--- config.mk ---
export PLATFORM = sky130hd
export DESIGN_NAME = rr_arbiter_8
export DESIGN_NICKNAME = d
export VERILOG_FILES = /design/src/rtl/rr_arbiter_8.sv
export SDC_FILE = /design/constraint.sdc
export NUM_CORES = 1
export LEC_CHECK = 0
export CORE_ASPECT_RATIO = 2
export CORE_UTILIZATION = 55
export DETAILED_ROUTE_END_ITERATION = 8
export MAX_ROUTING_LAYER = met4
export PLACE_DENSITY_LB_ADDON = 0.08
export SETUP_SLACK_MARGIN = 0.1
export SLEW_MARGIN = 5
export SYNTH_ARGS = -nofsm -noshare
export SYNTH_HDL_FRONTEND = slang
export SYNTH_SLANG_ARGS = --single-unit
--- constraint.sdc ---
create_clock -name clk -period 5.9 [get_ports clk]
set_input_delay 1.18 -clock clk [delete_from_list [all_inputs] [get_ports clk]]
set_output_delay 1.18 -clock clk [all_outputs]
set_load 0.01 [all_outputs]
--- src/rtl/rr_arbiter_8.sv ---
// rtl/rr_arbiter_8.sv - eight-way round-robin arbiter with registered grant and hold timer
//
// Purpose:
//   Shares one downstream resource between eight requesters. A grant is
//   issued in IDLE to the first requester found scanning from the rotating
//   priority pointer. The grant is held until the owner pulses done, drops
//   its request, or the optional hold timer runs out.
//
// Parameters:
//   HOLD_MAX   maximum grant length in cycles (1..255); 0 disables the timer
//
// Ports:
//   clk        system clock, rising edge
//   rst        synchronous active-high reset
//   req[7:0]   request vector, bit i = requester i
//   done       release strobe from the current owner (ignored when idle)
//   gnt[7:0]   registered one-hot grant, zero when idle
//   gnt_idx    binary index of the granted requester, zero when idle
//   gnt_valid  high while a grant is active (OR of gnt)
//   expired    one-cycle pulse after a release caused only by the timer

module rr_arbiter_8 #(
   parameter int unsigned HOLD_MAX = 16
) (
   input  logic       clk,
   input  logic       rst,
   input  logic [7:0] req,
   input  logic       done,
   output logic [7:0] gnt,
   output logic [2:0] gnt_idx,
   output logic       gnt_valid,
   output logic       expired
);

   typedef enum logic {
      S_IDLE  = 1'b0,
      S_GRANT = 1'b1
   } state_t;

   // Timer fires when the counter reaches HOLD_MAX-1: the counter is 0 in the
   // first visible grant cycle, so this yields exactly HOLD_MAX grant cycles.
   localparam bit         TIMER_EN  = (HOLD_MAX != 0);
   localparam logic [7:0] HOLD_LAST = (HOLD_MAX == 0) ? 8'd0 : 8'(HOLD_MAX - 1);

   state_t     state_q,    state_d;
   logic [2:0] ptr_q,      ptr_d;
   logic [7:0] hold_cnt_q, hold_cnt_d;
   logic [2:0] owner_q,    owner_d;
   logic [7:0] gnt_q,      gnt_d;
   logic [2:0] gnt_idx_q,  gnt_idx_d;
   logic       expired_q,  expired_d;

   logic       pick_found;
   logic [2:0] pick_idx;
   logic       rel_done;
   logic       rel_drop;
   logic       rel_timer;
   logic       release_now;

   // Rotating priority search. Walking the offsets from farthest to nearest
   // lets the nearest set bit overwrite earlier hits, so the result is the
   // first requester at or after ptr (mod 8).
   always_comb begin
      pick_found = 1'b0;
      pick_idx   = ptr_q;
      for (int k = 7; k >= 0; k--) begin
         if (req[ptr_q + 3'(k)]) begin
            pick_found = 1'b1;
            pick_idx   = ptr_q + 3'(k);
         end
      end
   end

   assign rel_done    = done;
   assign rel_drop    = ~req[owner_q];
   assign rel_timer   = TIMER_EN && (hold_cnt_q == HOLD_LAST);
   assign release_now = rel_done | rel_drop | rel_timer;

   always_comb begin
      state_d    = state_q;
      ptr_d      = ptr_q;
      hold_cnt_d = hold_cnt_q;
      owner_d    = owner_q;
      gnt_d      = gnt_q;
      gnt_idx_d  = gnt_idx_q;
      expired_d  = 1'b0;

      case (state_q)
         S_IDLE: begin
            // done is deliberately not looked at here
            if (pick_found) begin
               owner_d    = pick_idx;
               gnt_d      = 8'b0000_0001 << pick_idx;
               gnt_idx_d  = pick_idx;
               hold_cnt_d = 8'd0;
               state_d    = S_GRANT;
            end
         end

         S_GRANT: begin
            if (release_now) begin
               gnt_d     = 8'h00;
               gnt_idx_d = 3'd0;
               ptr_d     = owner_q + 3'd1;
               state_d   = S_IDLE;
               // Only a pure timeout is reported; any owner-side release wins.
               expired_d = rel_timer & ~rel_done & ~rel_drop;
            end else if (hold_cnt_q != 8'hFF) begin
               hold_cnt_d = hold_cnt_q + 8'd1;
            end
         end

         default: begin
            state_d   = S_IDLE;
            gnt_d     = 8'h00;
            gnt_idx_d = 3'd0;
         end
      endcase
   end

   always_ff @(posedge clk) begin
      if (rst) begin
         state_q    <= S_IDLE;
         ptr_q      <= 3'd0;
         hold_cnt_q <= 8'd0;
         owner_q    <= 3'd0;
         gnt_q      <= 8'h00;
         gnt_idx_q  <= 3'd0;
         expired_q  <= 1'b0;
      end else begin
         state_q    <= state_d;
         ptr_q      <= ptr_d;
         hold_cnt_q <= hold_cnt_d;
         owner_q    <= owner_d;
         gnt_q      <= gnt_d;
         gnt_idx_q  <= gnt_idx_d;
         expired_q  <= expired_d;
      end
   end

   assign gnt       = gnt_q;
   assign gnt_idx   = gnt_idx_q;
   assign gnt_valid = |gnt_q;
   assign expired   = expired_q;

endmodule

After elaboration in Yosys (flattened, before gate mapping)
Index checks and enable logic that the tools add are counted.
{"block": "op_classes", "order_cmp": 9, "eq_ne": 6, "shift": 1, "multipliers": 0, "addsub": 9, "n_bitwise": 8, "div_mod_pow": 0, "n_reduce_logical": 6, "n_mux": 47}
{"op": "8-bit 2-to-1 mux", "n": 5}
{"op": "3-bit by 4-bit < comparator with 1-bit output, second input constant", "n": 9}
{"op": "8-bit one-hot mux with 2 select lines", "n": 2}
{"op": "3-bit 2-to-1 mux", "n": 10}
{"op": "1-bit binary-select mux with 3-bit select", "n": 9}
{"op": "1-bit 2-to-1 mux", "n": 19}
{"op": "3-bit adder, second input constant", "n": 4}
{"op": "8-bit by 1-bit adder with 8-bit output, second input constant", "n": 1}
{"op": "8-bit by 4-bit equality test with 1-bit output, second input constant", "n": 1}
{"op": "8-bit inequality test, second input constant", "n": 1}
{"op": "8-bit OR reduction", "n": 1}
{"op": "1-bit by 3-bit << shifter with 8-bit output, first input constant", "n": 1}
{"op": "3-bit by 1-bit adder with 3-bit output, second input constant", "n": 2}
{"op": "3-bit by 2-bit adder with 3-bit output, second input constant", "n": 2}
{"op": "3-bit one-hot mux with 2 select lines", "n": 1}
{"op": "2-bit AND reduction", "n": 3}
{"op": "2-bit by 1-bit inequality test with 1-bit output, second input constant", "n": 2}
{"op": "2-bit inequality test, second input constant", "n": 2}
{"op": "1-bit inverter", "n": 4}
{"op": "3-bit AND reduction", "n": 1}
{"op": "3-bit OR reduction", "n": 1}
{"op": "1-bit AND", "n": 2}
{"op": "1-bit bitwise OR", "n": 2}
{"op": "1-bit one-hot mux with 2 select lines", "n": 1}
{"block": "word_totals", "memories": 0, "latchBits": 0, "mem_bits_rw": 0, "reg_bits": 27, "mem_bits_ro": 0, "out_inout_bits": 13}

Logic depth before layout (Yosys ltp)
{"block": "logic_depth", "depth_word": 14, "ltp_mapped": 13, "depth_no_buf": 9}

Worst setup path before layout
Ideal clock, no wire load.
{"block": "synth_path", "kind": "input port to flip-flop", "from": "input port req[6]", "to": "register gnt_q[3], in the netlist gnt[3]", "arrival_time_ns": 3.298, "required_time_ns": 5.783, "cell_stages": 6, "n_path_buf": 0, "path_slack_ns": 2.484, "setup_time_ns": 0.117, "cell_sequence": "mux4_2 mux2_4 or4_4 o31a_4 and4b_4 a32o_2"}
{"block": "synth_via", "elab_chain_len": 13, "elab_cells_between_ends": 43}
{"item": "from (decl)", "line": "27", "text": "input logic [7:0] req,"}
{"item": "1-bit binary-select mux with 3-bit select", "line": "67", "text": "if (req[ptr_q + 3'(k)]) begin"}
{"item": "1-bit 2-to-1 mux (implied by the code)", "line": "67"}
{"item": "3-bit 2-to-1 mux (8 in a row)", "line": "67"}
{"item": "1-bit by 3-bit << shifter with 8-bit output", "line": "93", "text": "gnt_d = 8'b0000_0001 << pick_idx;"}
{"item": "8-bit 2-to-1 mux", "line": "91", "text": "if (pick_found) begin"}
{"item": "8-bit one-hot mux with 2 select lines", "line": "88", "text": "case (state_q)"}
{"item": "to (signal assigned)", "line": "135", "text": "gnt_q <= gnt_d;"}
{"item": "to (decl)", "line": "49", "text": "logic [7:0] gnt_q, gnt_d;"}
Several ways; a longest one is shown, not always the timed one. The select of a mux whose other input is x is not followed.
A chain may end at the register's enable or synchronous reset.

Worst setup path in the final report
{"block": "layout_path", "from": "register ptr_q[0]", "to": "register gnt_q[1], in the netlist gnt[1]"}
{"block": "layout_via", "elab_chain_len": 14, "elab_cells_between_ends": 44}
{"item": "from (decl)", "line": "46", "text": "logic [2:0] ptr_q, ptr_d;"}
{"item": "from (signal assigned)", "line": "132", "text": "ptr_q <= ptr_d;"}
{"item": "3-bit adder", "line": "67, 69"}
{"item": "1-bit binary-select mux with 3-bit select", "line": "67"}
{"item": "1-bit 2-to-1 mux (implied by the code)", "line": "67"}
{"item": "3-bit 2-to-1 mux (8 in a row)", "line": "67"}
{"item": "1-bit by 3-bit << shifter with 8-bit output", "line": "93"}
{"item": "8-bit 2-to-1 mux", "line": "91"}
{"item": "8-bit one-hot mux with 2 select lines", "line": "88"}
Several ways; a longest one is shown, not always the timed one. The select of a mux whose other input is x is not followed.

==> flow_summary.html <==
<table>
<tr><th>Metric</th><th>Value</th></tr>
<tr><th colspan="2">Status</th></tr>
<tr><td>Result of the run</td><td>finished, final reports clean</td></tr>
<tr><th colspan="2">Timing</th></tr>
<tr><td>Maximum clock frequency</td><td>225 MHz</td></tr>
<tr><td>Post-Route Skew</td><td>11.1 ps</td></tr>
<tr><td>Post-route clock period utilization</td><td>0.754</td></tr>
<tr><td>Min cycle time layout</td><td>4450 ps</td></tr>
<tr><td>Number of setup violations in the final report</td><td>0</td></tr>
<tr><td>Final-layout setup total negative slack</td><td>0 ps</td></tr>
<tr><td>Transition time at the pin with the least slew margin</td><td>888 ps</td></tr>
<tr><td>Setup repair after global routing missed its margin</td><td>no</td></tr>
<tr><td>Final hold vios</td><td>0</td></tr>
<tr><td>Slew margin rel.</td><td>0.407</td></tr>
<tr><td>Final count of pins violating max slew</td><td>0</td></tr>
<tr><td>Final worst slack</td><td>1450 ps</td></tr>
<tr><th colspan="2">Finish</th></tr>
<tr><td>Number of nets at the end of the flow</td><td>270</td></tr>
<tr><td>Highest-count cells in the layout ignoring fill and taps</td><td>dfxtp_1 (27), clkdlybuf4s50_1 (23), nand2_1 (17)</td></tr>
<tr><td>Most common cell after layout, fill and taps aside</td><td>dfxtp_1</td></tr>
<tr><td>Proportion of layout cells with a drive suffix above 1</td><td>0.150</td></tr>
<tr><td>Synth-to-Final Area Change</td><td>12.5%</td></tr>
<tr><td>Final design instance area without fill</td><td>2510 sq um</td></tr>
<tr><td>Antenna cells</td><td>0</td></tr>
<tr><th colspan="2">Placed design</th></tr>
<tr><td>Placed Instance Area</td><td>2460 sq um</td></tr>
<tr><td>Weighted congestion at the end of routability-driven global placement</td><td>0.899</td></tr>
<tr><td>Placed wire-length estimate after detailed placement</td><td>4.37 mm</td></tr>
<tr><td>Setup slack after placement</td><td>1450 ps</td></tr>
<tr><td>Total of buffers placed on input and output ports</td><td>23</td></tr>
<tr><th colspan="2">Power</th></tr>
<tr><td>Maximum vdd drop</td><td>0.000277 V</td></tr>
<tr><td>Net switching share of the total power</td><td>0.419</td></tr>
<tr><td>Proportion of power drawn by the clock network</td><td>0.127</td></tr>
<tr><td>Power spent charging and discharging nets</td><td>0.339 mW</td></tr>
<tr><td>Leakage power total</td><td>0.881 nW</td></tr>
<tr><td>Cell internal pwr</td><td>0.470 mW</td></tr>
<tr><td>Register share of total power</td><td>0.304</td></tr>
<tr><td>Part of the power in combinational logic</td><td>0.569</td></tr>
<tr><td>Pwr dens</td><td>323 nW/um^2</td></tr>
<tr><th colspan="2">Synthesis</th></tr>
<tr><td>Synth Register Bits</td><td>27</td></tr>
<tr><td>Distinct cell type count after synthesis</td><td>57</td></tr>
<tr><td>Syn Area/Cell</td><td>9.37 sq um</td></tr>
<tr><td>Yosys synthesis warning count</td><td>0</td></tr>
<tr><td>Syn_nets</td><td>253</td></tr>
<tr><td>Share of flip-flops with an asynchronous set or reset</td><td>0</td></tr>
<tr><td>Synthesized instance count</td><td>238</td></tr>
<tr><td>Number of flops mapped to enable cells by yosys</td><td>0</td></tr>
<tr><td>Mapped cell area</td><td>2230 sq um</td></tr>
<tr><td>Most instantiated flip-flop cell in the synthesis netlist</td><td>dfxtp_1</td></tr>
<tr><td>Fraction of the yosys area taken by sequential cells</td><td>0.242</td></tr>
<tr><th colspan="2">Worst setup path</th></tr>
<tr><td>Data required time of the critical path</td><td>6070 ps</td></tr>
<tr><td>Setup crit start</td><td>ptr_q[0]</td></tr>
<tr><td>Path depth of the worst reg2reg path</td><td>9</td></tr>
<tr><td>Worst path bufs/invs</td><td>2</td></tr>
<tr><td>Reg-to-Reg Start</td><td>ptr_q[0]</td></tr>
<tr><td>FF-to-FF End</td><td>gnt[1]</td></tr>
<tr><td>Critical-path cell list</td><td>clkinv_1 &gt; ha_1 &gt; mux4_2 &gt; mux2_4 &gt; nor4b_1 &gt; nor4_1 &gt; a211oi_1 &gt; inv_1 &gt; a32o_2</td></tr>
<tr><td>Family with the most delay on the worst path</td><td>compound AO/OA/AOI/OAI gates</td></tr>
<tr><td>Arrival time of data at the critical path endpoint</td><td>4620 ps</td></tr>
<tr><td>CP Capture Point</td><td>gnt[1]</td></tr>
<tr><td>Number of gates on the worst path with buffers counted</td><td>9</td></tr>
<tr><td>Reg-to-reg setup timing slack</td><td>1450 ps</td></tr>
<tr><td>Largest stage delay, worst path</td><td>800 ps</td></tr>
<tr><td>WS Path Type</td><td>reg -&gt; reg</td></tr>
<tr><td>Highest net fanout along the worst path</td><td>16</td></tr>
<tr><td>Kind of start point of the critical path</td><td>flip-flop</td></tr>
<tr><td>Critical-path top delay cell</td><td>ha_1</td></tr>
<tr><td>Worst setup EP type</td><td>flip-flop</td></tr>
<tr><th colspan="2">Route</th></tr>
<tr><td>Count of TritonRoute iterations in the first routing pass</td><td>4</td></tr>
<tr><td>Antenna-violating nets left</td><td>0</td></tr>
<tr><td>First-iteration detailed-routing DRC count</td><td>63</td></tr>
<tr><td>Post-detailed-route via-to-cell ratio</td><td>6.58</td></tr>
<tr><td>Routed wire per std cell</td><td>18.5 um</td></tr>
<tr><td>Post-route DRC</td><td>0</td></tr>
<tr><td>Via count</td><td>2008</td></tr>
<tr><td>Wire length reported by the detailed router</td><td>5.65 mm</td></tr>
<tr><th colspan="2">Clock network</th></tr>
<tr><td>Number of gates resized after cts</td><td>0</td></tr>
<tr><td>Clock tree from TritonCTS</td><td>done</td></tr>
<tr><td>Clock transition at the registers of the reported paths</td><td>90 ps</td></tr>
<tr><td>Clock sink count</td><td>27</td></tr>
<tr><td>Root cell of the clock tree</td><td>clkbuf_8</td></tr>
<tr><td># Post-CTS Setup Buffers</td><td>0</td></tr>
<tr><td>Cts bufs inserted</td><td>3</td></tr>
<tr><td>Number of buffers between clock root and the deepest sink</td><td>2</td></tr>
<tr><td>Clock latency reported for the late side of the worst-skew pair</td><td>270 ps</td></tr>
<tr><td>H-tree level count</td><td>1</td></tr>
<tr><td>Post-cts hold buffer count</td><td>0</td></tr>
<tr><th colspan="2">Floorplan</th></tr>
<tr><td>Area of the die</td><td>4330 sq um</td></tr>
<tr><td>Starting Density</td><td>0.574</td></tr>
<tr><td>Die Y</td><td>92.0 um</td></tr>
<tr><td>Row count</td><td>32</td></tr>
<tr><td>Horizontal die dimension</td><td>47.0 um</td></tr>
<tr><td>Total I/O pin count</td><td>24</td></tr>
<tr><td>Floorplan core area</td><td>3880 sq um</td></tr>
<tr><th colspan="2">Job</th></tr>
<tr><td>Number of max-cap violations</td><td>0</td></tr>
<tr><th colspan="2">Global routing</th></tr>
<tr><td>Total congestion overflow</td><td>0</td></tr>
<tr><td>Pin count of the biggest net entering global routing</td><td>23</td></tr>
<tr><td>Via count of the first global-routing pass</td><td>2014</td></tr>
<tr><td>Number of antenna violations at the first check in global routing</td><td>0</td></tr>
<tr><td>First-pass GRT wire length</td><td>8.98 mm</td></tr>
<tr><td>Total GRT Usage</td><td>0.288</td></tr>
<tr><th colspan="2">Hold path</th></tr>
<tr><td>Path type of the worst min-delay path</td><td>reg -&gt; reg</td></tr>
</table>
[power by group through the flow]
stage	clock network [mW]	registers (mW)	logic (mW)
floorplan	0	0.238	0.345
global placement	0	0.249	0.452
detailed placement	0	0.250	0.457
CTS	0.104	0.246	0.459
global route	0.110	0.251	0.497
finish	0.103	0.246	0.461
[registers in the layout, indices dropped and copies added (netlist names)]
| register | flops |
|---|---|
| hold_cnt_q | 8 |
| gnt | 8 |
| owner_q | 3 |
| ptr_q | 3 |
| state_q | 1 |
| expired | 1 |
| gnt_idx | 3 |
[worst min-delay path, stage by stage (launching register included)]
cell and delay, ps:
dfxtp_1 320, nand2_1 50, a21oi_1 50
[kinds of logic (layout without fill, tap and decap cells)]
logic type / count (synthesis) / in the layout / share of synthesized area
adders and majority gates: 4 / 4 / 0.0224
and+or+nand+nor: 90 / 90 / 0.232
DFF: 27 / 27 / 0.242
AOI/OAI and AO/OA: 49 / 49 / 0.168
xor gates and xnor gates: 12 / 12 / 0.0471
buffers and inverters: 21 / 37 / 0.0455
muxes: 35 / 35 / 0.242
[cells in the mapped netlist (2+ instances only)]
master    number  area share
dfxtp_1       27        0.24
nand4_1        3      0.0084
a32o_2         2       0.010
mux4_2        14        0.14
nor4b_1        2      0.0079
o211ai_1       2      0.0067
ha_1           4       0.022
buf_6          2       0.010
o31ai_1        2      0.0067
a21o_1         2      0.0067
and4_1         2      0.0079
nor3_1        10       0.022
nor2_1        16       0.027
xnor2_1       10       0.039
buf_2          3      0.0067
and2_1         3      0.0084
inv_1          8       0.013
nor2b_1        5       0.014
mux2i_1       13       0.058
a21oi_1       12       0.027
or2_2          3      0.0084
a22o_1         5       0.020
nand3_1        6       0.013
a32o_1         2      0.0090
o21ai_0        5       0.011
nand2b_1       3      0.0084
clkbuf_1       5      0.0084
mux2_2         7       0.035
nand2_1       17       0.029
a211oi_1       5       0.017
xor2_1         2      0.0079
nor4_1        10       0.028
and3_1         2      0.0056
[how the worst min path moves through the flow]
stage | start | endpoint | slack (ps) | cells after the start
after detailed placement | gnt_idx[2] | gnt_idx[2] | 460 | 2
after CTS | gnt_idx[2] | gnt_idx[2] | 480 | 2
after global routing | gnt_idx[1] | gnt_idx[1] | 510 | 2
after floorplan | owner_q[2] | owner_q[2] | 470 | 2
final | gnt_idx[1] | gnt_idx[1] | 470 | 2
after global placement | gnt_idx[1] | gnt_idx[1] | 450 | 2
[layer usage]
| metal | vias to the layer above | wire length (um) | GRT usage |
|---|---|---|---|
| li1 | 949 | - | - |
| met1 | 988 | 2080 | 0.278 |
| met2 | 56 | 3170 | 0.534 |
| met3 | 15 | 157 | 0.0177 |
| met4 | 0 | 235 | 0.126 |
| met5 | - | 0 | - |
[stage by stage]
step | total power [mW] | utilization | hold slack (ps) | cells
after CTS | 0.809 | 0.646 | 475 | 305
final | 0.809 | 0.646 | 472 | 305
after detailed placement | 0.707 | 0.634 | 457 | 301
after global routing | 0.857 | 0.646 | 509 | 305
after floorplan | 0.583 | - | 474 | 238
after global placement | 0.701 | 0.634 | 447 | 301
[cell type report]
type	count	area, sq um
sequential	27	541
timing repair buffer	24	238
tap	51	63.8
clock buffer	4	45.0
fill	338	1380
inverter	9	33.8
multi-input combinational	190	1590
No activity file was read; power rests on OpenSTA's default activity.
==> RTL edit 1: new RTL, same settings <==
Register the output `expired` once more, with the module's reset; this adds one clock of latency there. The other outputs are not delayed to match. Comments in the files are not updated.
--- a/src/rtl/rr_arbiter_8.sv
+++ b/src/rtl/rr_arbiter_8.sv
@@ -141,7 +141,13 @@
    assign gnt       = gnt_q;
    assign gnt_idx   = gnt_idx_q;
    assign gnt_valid = |gnt_q;
-   assign expired   = expired_q;
+   always_ff @(posedge clk) begin
+      if (rst) begin
+         expired <= '0;
+      end else begin
+         expired <= expired_q;
+      end
+   end
 
 endmodule
 
Function: same outputs for any inputs over 10 cycles, from zero or initial values and one cycle with rst high; that may be too few to reach the edited logic, so the function may still have changed.
==> RTL edit 1 against the unedited design <==
  * Routed wire length up 5.1%
  * Worst hold slack worse by 0.017 ns
  * Setup slack better by 0.027 ns
  * Highest routed layer unchanged
  * Final area up 4.8%
  * Sequential power up 7%
  * Critical endpoint is now gnt[0]
  * Total power up 18%
  * Sequential cell count up 1
  * Area after synthesis up 5.2%
==> RTL edit 1: results (changes against the unedited design) <==
hpwl_um: 4487  # +2.7%
syn_nets: 257  # +1.6%
grt_pass1_vias: 2090  # +3.8%
cp_data_arrival_time_ns: 4.65  # +0.03 ns
vdd_ir_drop_max_mv: 0.2406  # -13%
top_layer: "met4"
htreeDepth: 1  # unchanged
ys_types: 59  # +3.5%
dpl_cell_area_sq_mm: 0.002559  # +3.9%
maxSlewHeadroom_pct: 26.37  # -14 points
skew_ns: 0.006752  # -0.004353 ns
grt_start_max_net_pins: 23  # unchanged
drt-initial-drc-count: 89  # +41%
nets: 272  # +0.74%
status: "finished, final reports clean"
synth.area.top_cells: "dfxtp_1 24%, mux4_2 14%, mux2i_1 7.3%"
grt.total_usage_pct: 29.43  # +0.67 points
m1WireLength_um: 2141  # +2.8%
via_count: 2011  # +0.15%
wirelength_um: 5932  # +5.1%
ys_async_sr_fraction_pct: 0  # unchanged
route.met2.wl_um: 3442  # +8.6%
crit_fanout: 20  # +4
p_leak_uw: 0.0009269  # +5.2%
yosysSeqAreaShare_pct: 23.89  # -0.35 points
grt_pass1_wl_um: 9390  # +4.5%
wl_met3_um: 150  # -4.5%
drive_above_1_share_pct: 13.67  # -1.3 points
synth_common_cells: "28 x dfxtp_1, 21 x nand2_1, 17 x mux2i_1, 17 x nor2_1"
routabilityCongestion: 0.9272  # +3.2%
post-cts-setup-buffer-count: 0  # unchanged
## RTL edit 1: area by class of cell
class | count | area (sq um)
sequential | 28 | 560.5
fill | 346 | 1458
tap | 52 | 65.06
multi-input combinational | 193 | 1669
timing repair buffer | 24 | 237.7
clock buffer | 3 | 41.29
clock inverter | 1 | 30.03
inverter | 7 | 26.28
## RTL edit 1: through the flow
stage	setup WS (ns)	hold slack [ns]	instances
detailed placement	1.521	0.4381	304
global placement	1.598	0.4339	304
CTS	1.519	0.4555	308
global route	1.049	0.4734	308
floorplan	2.569	0.4138	242
finish	1.479	0.4554	308
## RTL edit 1: path summary, 6_finish.rpt
| check | start | to | slack [ns] | cells past startpoint |
|---|---|---|---|---|
| hold reg to reg | gnt_idx[2] | gnt_idx[2] | 0.46 | 2 |
| setup / recovery | ptr_q[1] | gnt[0] | 1.48 | 8 |
| setup reg to reg | ptr_q[1] | gnt[0] | 1.48 | 8 |
| hold / removal | gnt_idx[2] | gnt_idx[2] | 0.46 | 2 |
## RTL edit 1: critical path, cell delays in order, from the launching register on
cell,delay [ns]
dfxtp_1,0.87
clkinv_1,0.49
ha_1,0.72
mux4_1,0.50
nor4_1,0.31
nand3_1,0.18
o21bai_1,0.61
nor3b_4,0.49
a22o_1,0.20
## RTL edit 1: kinds of logic after synthesis
logic type | count (synthesis) | share of synthesized area, %
flip-flops | 28 | 23.89
adder cells (fa/ha/maj) | 4 | 2.133
XOR/XNOR | 10 | 4.373
multiplexers | 39 | 27.20
buffers and inverters | 21 | 4.960
AO/OA/AOI/OAI | 56 | 18.40
AND/OR/NAND/NOR | 84 | 19.04
## RTL edit 1: metal layers
metal	up-vias	GRT usage (%)
met5	-	-
met4	0	12.73
met3	15	0.9560
met2	62	56.11
met1	970	27.06
li1	964	-
## RTL edit 1: report_power, final
part / leakage (uW) / switching, uW / total, uW / internal [uW]
Clock: 0.0000357 / 58.0 / 149 / 90.8
Sequential: 0.000228 / 44.8 / 263 / 218
Combinational: 0.000663 / 292 / 547 / 255
==> RTL edit 2: new RTL, config.mk and constraints unchanged <==
Without the edit above. `HOLD_MAX`: 16 -> 12.
--- a/src/rtl/rr_arbiter_8.sv
+++ b/src/rtl/rr_arbiter_8.sv
@@ -20,7 +20,7 @@
 //   expired    one-cycle pulse after a release caused only by the timer
 
 module rr_arbiter_8 #(
-   parameter int unsigned HOLD_MAX = 16
+   parameter int unsigned HOLD_MAX = 12
 ) (
    input  logic       clk,
    input  logic       rst,
Formal check against the unedited RTL: same outputs for any inputs over 10 cycles, from zero or initial values and one cycle with rst high; that may be too few to reach the edited logic, so the function may still have changed.
==> RTL edit 2 against the unedited design <==
  * Routed wire length rose by 1.2%
  * Core utilization shrank 0.96 points
  * Setup slack better by 0.65 ns
  * Highest routed layer unchanged
  * Final area increased by 2.6%
  * Fmax grew 17%
  * Area after synthesis up 3.7%
  * Largest cell class unchanged
  * Sequential cell count is the same
  * Total power is 1.9% lower
==> RTL edit 2: results (changes against the unedited design) <==
slowest_stage: "mux4_2"
grt_pass1_wl_um: 9108  # +1.4%
grt_pass1_vias: 2032  # +0.89%
max_freq_ghz: 0.2631  # +17%
cpPeakStageDelay_ns: 0.69  # -0.11 ns
synth.avg_cell_area_sq_um: 8.962  # -4.3%
maxSlewHeadroom_pct: 38.76  # -1.9 points
yosys_warnings: 0  # unchanged
synth.area.top_cells: "dfxtp_1 23%, mux4_2 15%, mux2i_1 7.4%"
wirelength_um: 5712  # +1.2%
nets: 284  # +5.2%
ys_types: 58  # +1.8%
grt.total_usage_pct: 28.36  # -0.40 points
vdd_ir_drop_max_mv: 0.2610  # -5.9%
viasPerCell: 6.525  # -0.89%
preCtsSetupSlack_ns: 1.890  # +0.4420 ns
grt_start_max_net_pins: 26  # +13%
crit_fanout: 10  # -6
status: "finished, final reports clean"
yosysSeqAreaShare_pct: 23.38  # -0.87 points
syn_nets: 273  # +7.9%
p_leak_uw: 0.0008665  # -1.7%
dp.cells: 316  # +5.0%
via_count: 2088  # +4.0%
cp-startpoint: "req[7]"
dpl_cell_area_sq_mm: 0.002530  # +2.7%
required_ns: 6.09  # +0.02 ns
routabilityCongestion: 0.9185  # +2.2%
reg2reg_depth: 10  # +1
drive_above_1_share_pct: 13.06  # -1.9 points
io_buffers: 23  # unchanged
cp-endpoint: "gnt[5]"
drt-initial-drc-count: 78  # +24%
dr.pass1.iters: 6  # +2
hpwl_um: 4390  # +0.45%
synth_common_cells: "28 x nand2_1, 27 x dfxtp_1, 19 x nor2_1"
fillCellCount: 414  # +22%
rrSetupSlack_ns: 2.22  # +0.77 ns
skew_ns: 0.003333  # -0.007772 ns
RTL edit 2: changes by cell type after synthesis, moves of 3 or more:
cell | unedited run | this run
nand2_1 | 17 | 28
clkbuf_1 | 5 | 11
nor3_1 | 10 | 5
a22o_1 | 5 | 1
mux2i_1 | 13 | 17
nor2_1 | 16 | 19
o22ai_1 | 1 | 4
RTL edit 2: worst min-delay path by stage:
stage / slack, ns / endpoint / startpoint / cells past startpoint
after floorplan: 0.47 / hold_cnt_q[1] / hold_cnt_q[1] / 2
after global placement: 0.45 / gnt_idx[2] / gnt_idx[2] / 2
after detailed placement: 0.45 / gnt_idx[1] / gnt_idx[1] / 2
after CTS: 0.47 / gnt_idx[1] / gnt_idx[1] / 2
after global routing: 0.49 / gnt_idx[1] / gnt_idx[1] / 2
final: 0.46 / gnt_idx[1] / gnt_idx[1] / 2
RTL edit 2: layer usage:
layer	wire (um)	up-vias	track usage, %
li1	-	1007	-
met1	2125	1012	30.17
met2	3283	58	51.13
met3	164	11	1.154
met4	138	0	10.88
met5	0	-	-
RTL edit 2: report_power, final:
group          total, uW  switching, uW  leakage (uW)  internal (uW)
clock network       99.5           51.3     0.0000228           48.2
registers            236           30.2      0.000220            206
logic                458            252      0.000624            206
RTL edit 2: stage by stage:
stage	util, %	power (uW)
2_1_floorplan	-	573.9
3_3_place_gp	62.52	692.4
3_5_place_dp	62.52	693.1
4_1_cts	63.64	795.1
5_1_grt	63.64	847.3
6_report	63.64	793.7
RTL edit 2: worst max-delay path: cells and delay by family:
family                 cells  cell delay [ns]
AOI/OAI and AO/OA          4             1.02
muxes                      1             0.69
buffers and inverters      1             0.58
and+or+nand+nor            2             0.51
RTL edit 2: area by class of cell:
class,count,area share [%]
flip-flops and latches,27,20.99
multi-input cells,201,63.61
repair buffers,25,9.524
inverters,11,1.603
well taps,52,2.527
clock buffers,4,1.749
RTL edit 2: cell families (layout without fill, tap and decap cells):
| group | count (synthesis) | count (layout) | synth area share, % |
|---|---|---|---|
| AND/OR/NAND/NOR | 95 | 95 | 22.02 |
| AO/OA/AOI/OAI | 55 | 55 | 18.45 |
| multiplexers | 37 | 37 | 24.40 |
| buffers and inverters | 30 | 40 | 5.790 |
| flip-flops | 27 | 27 | 23.38 |
| XOR/XNOR | 10 | 10 | 3.788 |
| adder cells (fa/ha/maj) | 4 | 4 | 2.165 |
